[config.mk]
export PLATFORM = sky130hd
export DESIGN_NAME = serial_core_scheduler
export DESIGN_NICKNAME = d
export VERILOG_FILES = /design/src/rtl/serial_sched_pkg.sv /design/src/rtl/rr_arbiter.sv /design/src/rtl/serial_core_scheduler.sv
export SDC_FILE = /design/constraint.sdc
export NUM_CORES = 1
export LEC_CHECK = 0
export ABC_AREA = 1
export CAP_MARGIN = 10
export CORE_MARGIN = 10
export CORE_UTILIZATION = 46
export DETAILED_ROUTE_END_ITERATION = 12
export PLACE_DENSITY = 0.84
export SETUP_SLACK_MARGIN = 0.15
export SKIP_LAST_GASP = 1
export SLEW_MARGIN = 20
export SYNTH_ARGS = -nofsm -noshare
export SYNTH_HDL_FRONTEND = slang
export SYNTH_SLANG_ARGS = --single-unit
[constraint.sdc]
create_clock -name clk -period 3.65 [get_ports clk]
set_input_delay 0.5475 -clock clk [delete_from_list [all_inputs] [get_ports clk]]
set_output_delay 0.5475 -clock clk [all_outputs]
set_load 0.02 [all_outputs]
[src/rtl/serial_sched_pkg.sv]
// Shared types and default sizing for the serial core scheduler.
// Requesters submit patterns that are streamed into one detector core.
package serial_sched_pkg;

    localparam int DEF_N = 4;
    localparam int DEF_W = 8;

    typedef enum logic [2:0] {
        IDLE   = 3'd0,
        CLEAR  = 3'd1,
        SHIFT  = 3'd2,
        DRAIN  = 3'd3,
        REPORT = 3'd4
    } sched_state_t;

endpackage

[src/rtl/rr_arbiter.sv]
// Combinational round-robin arbiter: first set request after 'last', with wrap.
// The pointer register lives in the parent.
module rr_arbiter
    import serial_sched_pkg::*;
#(
    parameter int N = DEF_N
) (
    input  logic [N-1:0]         req,
    input  logic [$clog2(N)-1:0] last,
    output logic [N-1:0]         grant
);

    localparam int IW = $clog2(N);

    logic [IW-1:0] idx_s;
    logic          found_s;
    logic          hit_s;

    // Walk the requesters starting one past the last winner; the first hit wins.
    always_comb begin
        grant   = '0;
        found_s = 1'b0;
        idx_s   = '0;
        hit_s   = 1'b0;
        for (int k = 1; k <= N; k++) begin
            idx_s        = IW'((int'(last) + k) % N);
            hit_s        = ~found_s & req[idx_s];
            grant[idx_s] = grant[idx_s] | hit_s;
            found_s      = found_s | hit_s;
        end
    end

endmodule

[src/rtl/serial_core_scheduler.sv]
// Shares one serial Moore detector core among N requesters: grants round-robin,
// clears the core, shifts the pattern LSB-first and reports the out-high count.
module serial_core_scheduler
    import serial_sched_pkg::*;
#(
    parameter int N = DEF_N,
    parameter int W = DEF_W
) (
    input  logic                     clk,
    input  logic                     reset,
    input  logic [N-1:0]             req,
    input  logic [N-1:0][W-1:0]      pattern,
    output logic [N-1:0]             gnt,
    output logic                     done,
    output logic [$clog2(N)-1:0]     result_id,
    output logic [$clog2(W+1)-1:0]   result,
    output logic                     core_rst,
    output logic                     core_x,
    input  logic                     core_out
);

    localparam int IW = $clog2(N);
    localparam int CW = $clog2(W+1);
    localparam int BW = $clog2(W);

    sched_state_t  state_r;
    sched_state_t  state_nx_s;
    logic [IW-1:0] last_r;
    logic [IW-1:0] id_r;
    logic [W-1:0]  pat_r;
    logic [CW-1:0] cnt_r;
    logic [BW-1:0] bit_idx_r;
    logic [CW-1:0] result_r;
    logic [IW-1:0] result_id_r;
    logic          done_r;
    logic [N-1:0]  grant_s;
    logic [IW-1:0] win_id_s;

    rr_arbiter #(.N(N)) u_arb (
        .req   (req),
        .last  (last_r),
        .grant (grant_s)
    );

    // One-hot grant to index.
    always_comb begin
        win_id_s = '0;
        for (int i = 0; i < N; i++) begin
            win_id_s = win_id_s | (grant_s[i] ? IW'(i) : '0);
        end
    end

    // Next-state logic.
    always_comb begin
        state_nx_s = state_r;
        case (state_r)
            IDLE: begin
                if (|req) state_nx_s = CLEAR;
                else      state_nx_s = IDLE;
            end
            CLEAR:  state_nx_s = SHIFT;
            SHIFT: begin
                if (bit_idx_r == BW'(W-1)) state_nx_s = DRAIN;
                else                       state_nx_s = SHIFT;
            end
            DRAIN:  state_nx_s = REPORT;
            REPORT: state_nx_s = IDLE;
            default: state_nx_s = IDLE;
        endcase
    end

    // State register and datapath; a reset abandons any job in flight.
    always_ff @(posedge clk) begin
        if (reset) begin
            state_r     <= IDLE;
            last_r      <= IW'(N-1);
            id_r        <= '0;
            pat_r       <= '0;
            cnt_r       <= '0;
            bit_idx_r   <= '0;
            result_r    <= '0;
            result_id_r <= '0;
            done_r      <= 1'b0;
        end else begin
            state_r <= state_nx_s;
            // done is registered so it lines up with the freshly loaded result
            done_r  <= (state_r == DRAIN);
            case (state_r)
                IDLE: begin
                    if (|req) begin
                        id_r   <= win_id_s;
                        pat_r  <= pattern[win_id_s];
                        last_r <= win_id_s;
                    end else begin
                        id_r <= id_r;
                    end
                end
                CLEAR: begin
                    cnt_r     <= '0;
                    bit_idx_r <= '0;
                end
                SHIFT: begin
                    bit_idx_r <= bit_idx_r + BW'(1);
                    // the first SHIFT cycle still sees the cleared core, not a bit's effect
                    if (bit_idx_r != '0) cnt_r <= cnt_r + CW'(core_out);
                    else                 cnt_r <= cnt_r;
                end
                DRAIN: begin
                    result_r    <= cnt_r + CW'(core_out);
                    result_id_r <= id_r;
                end
                REPORT: cnt_r <= cnt_r;
                default: cnt_r <= cnt_r;
            endcase
        end
    end

    assign gnt       = (!reset && state_r == IDLE) ? grant_s : '0;
    assign core_rst  = reset | (state_r == CLEAR);
    assign core_x    = (!reset && state_r == SHIFT) ? pat_r[bit_idx_r] : 1'b0;
    assign done      = done_r & ~reset;
    assign result    = reset ? '0 : result_r;
    assign result_id = reset ? '0 : result_id_r;

endmodule

==> results.toml <==
[clock_network]
cts.sinks = 29
clk_latency_ps = 280
clock_path_buffers = 2
hold_buffers = 0
clock-root-buffer = "clkbuf_8"
post_cts_buffers = 0
htree_levels = 2
path_clk_slew_ps = 60
cts_tree = "done"
numCtsBuffers = 5

[synthesis]
syn_avg_cell_area_um2 = 6.72
synth_xor_area_share_pct = 0.807
synthFlopType = "dfxtp_1"
synth_top_family_by_area = "simple AND/OR/NAND/NOR gates"
synth-seq-area-share_pct = 26.7
synth_compound_area_share_pct = 15.5
synth-seq-cells = 29
ys_async_sr_fraction_pct = 0
synth-simple-area-share_pct = 39.7
yosys-mux-area-fraction_pct = 0
synth_cell_types = 34
synth_area_mm2 = 0.00217
syn-num-nets = 371
synth_edf_count = 0
synth_adder_area_share_pct = 5.19
syn_inst = 323
yosysWarnings = 0

[power_and_ir_drop]
power_density_mw_per_mm2 = 766
power.total_mw = 2.18
p_leak_nw = 1.30
peakVddDrop_mv = 0.385

[cells_and_area]
nets = 434
syn_to_final_growth_pct = 31.2
num_antenna_cells = 0
final_cells = 439
design_area_mm2 = 0.00285
fin_util_pct = 63.7
drive_above_1_share_pct = 12.7

[place]
placed_cells_incl_taps = 431
dp_hpwl_mm = 4.38
place_congestion = 0.972
placed_area_mm2 = 0.00277
io_buffers = 51
dp_worst_setup_slack_ps = -116

[outcome]
status = "finished clean"

[critical_path]
r2r-end = "pat_r[3]"
critPathArrivalTime_ps = 2800
ff2ff_path_depth = 22
timing.critical_path.to_type = "output port"
r2r_slack_ps = 730
crit_path_start_kind = "input pin"
worstPathRequired_ps = 3100
crit_type = "input pin to output port"
cp_max_fo = 5
regToRegStartpoint = "last_r[0]"

[grt]
globalRouteOverflowTotal = 0
antenna_found_initial = 0
grt_pass1_wl_mm = 9.56
grt_start_max_net_pins = 29
grt_pass1_vias = 2227
gr-usage-all-layers_pct = 14.8

[timing]
slew_headroom_pct = 68.5
finalCritPeriodShare_pct = 91.7
fin_ws_ps = 302
timing.fmax_ghz = 0.299
setup_viol = 0
timing.clock.skew_ps = 6.88
period_minus_slack_ps = 3350
worstMarginPinSlew_ps = 471
tns_ps = 0
hold_viol = 0
rsz0062_at_grt = "no"
drv_slew = 0
hold_slack_ps = 467

[detailed_routing]
post_drt_wl_per_cell_um = 12.9
routed_via_density = 5.30
drt_iter0_markers = 163
drt_wl_total_mm = 5.65
ant_nets = 0
firstDrtPassIters = 4
num_vias = 2327
route.detailed.drc = 0

[floorplanning]
core_area_mm2 = 0.00447
std_cell_rows = 24
start_util_pct = 48.5
die_h_um = 88.7
pin_count = 52
die_area_mm2 = 0.00787
dieWidth_um = 88.7

[worst_hold_path]
whs_path_depth = 2
hp-class = "flop to flop"
hold_end = "id_r[1]"
holdCritStartpoint = "id_r[1]"

[flow_run]
drv_cap = 0
[area by class of cell]
cell class | instances | area (um^2)
Fill cell | 426 | 1630
Multi-Input combinational cell | 239 | 1350
Timing Repair Buffer | 66 | 606
Sequential cell | 29 | 581
Inverter | 45 | 169
Clock buffer | 8 | 80.1
Tap cell | 52 | 65.1
[routing by layer]
layer	wire length, um	global-route usage (%)
met5	0	0
met4	106	4.55
met3	464	6.71
met2	2660	25.3
met1	2420	16.2
[sequential cells by signal, summed over array words and instances, names as in the netlist]
| signal | cells |
|---|---|
| last_r | 2 |
| result_id_r | 2 |
| id_r | 2 |
| bit_idx_r | 3 |
| pat_r | 8 |
| done_r | 1 |
| result_r | 4 |
| cnt_r | 4 |
| state_r | 3 |
[worst max-delay path: stages]
cell and delay [ps]:
clkdlybuf4s50_1 510, nand2_1 100, nand3_2 120, nand4_1 130, nand3_2 100, nand2_2 80, nand3_1 110, nand3_2 90
nand3_2 80, nand2_2 80, nand3_1 90, nand3_1 90, nand3_1 100, nand2_2 70, a311o_2 310, inv_1 50
buf_2 150
[synthesized netlist by cell type, types with 2 or more instances]
cell type,instances,area (um^2)
o211ai_1,2,15.0
nand3_1,43,215
a32o_1,2,20.0
nand2_2,8,50.1
nor2_1,20,75.1
dfxtp_1,29,581
ha_1,9,113
nand2_4,3,33.8
nand3_2,5,50.1
o22ai_1,3,18.8
o21ai_2,3,26.3
o22a_1,4,35.0
a31oi_1,2,12.5
clkbuf_1,2,7.51
nand3b_1,16,120
nor3_1,2,10.0
buf_6,5,56.3
nand2_1,67,251
nand4_1,6,37.5
buf_4,2,15.0
o21ai_0,18,90.1
inv_1,44,165
a21oi_1,17,85.1
[layout by cell type (no fill, tap or decap), drive strengths merged, types with 11 or more instances in the layout]
cell type,count
o21ai,22
nand2,78
buf,16
a21oi,18
clkbuf,11
nor2,20
dfxtp,29
clkdlybuf4s50,46
nand3b,16
inv,44
nand3,48
[report_power, final]
| part | total (mW) | switching (mW) | leakage, nW | internal [mW] |
|---|---|---|---|---|
| Sequential | 0.409 | 0.0308 | 0.238 | 0.378 |
| Combinational | 1.53 | 0.958 | 1.03 | 0.567 |
| Clock | 0.248 | 0.112 | 0.0395 | 0.135 |
| Total | 2.18 | 1.10 | 1.30 | 1.08 |
[what timing repair did]
| action | in CTS | in global routing |
|---|---|---|
| resized for setup | 4 | 15 |
| endpoints found under the setup margin | 4 | 4 |
| cloned | 0 | 0 |
[logic make-up (layout without fill, tap and decap cells)]
family                   after synthesis  after routing
AO/OA/AOI/OAI                         55             55
XOR/XNOR                               2              2
adder cells (fa/ha/maj)                9              9
buffers and inverters                 55            119
flip-flops                            29             29
AND/OR/NAND/NOR                      173            173
[how the worst max path moves through the flow]
stage	from	endpoint	slack (ps)
2_1_floorplan	last_r[0]	gnt[3]	440
3_3_place_gp	req[0]	gnt[0]	-10
3_5_place_dp	req[2]	gnt[0]	-120
4_1_cts	req[2]	gnt[0]	150
5_1_grt	last_r[0]	gnt[0]	140
6_report	req[1]	gnt[0]	300
Power figures use the tool's default switching activity.
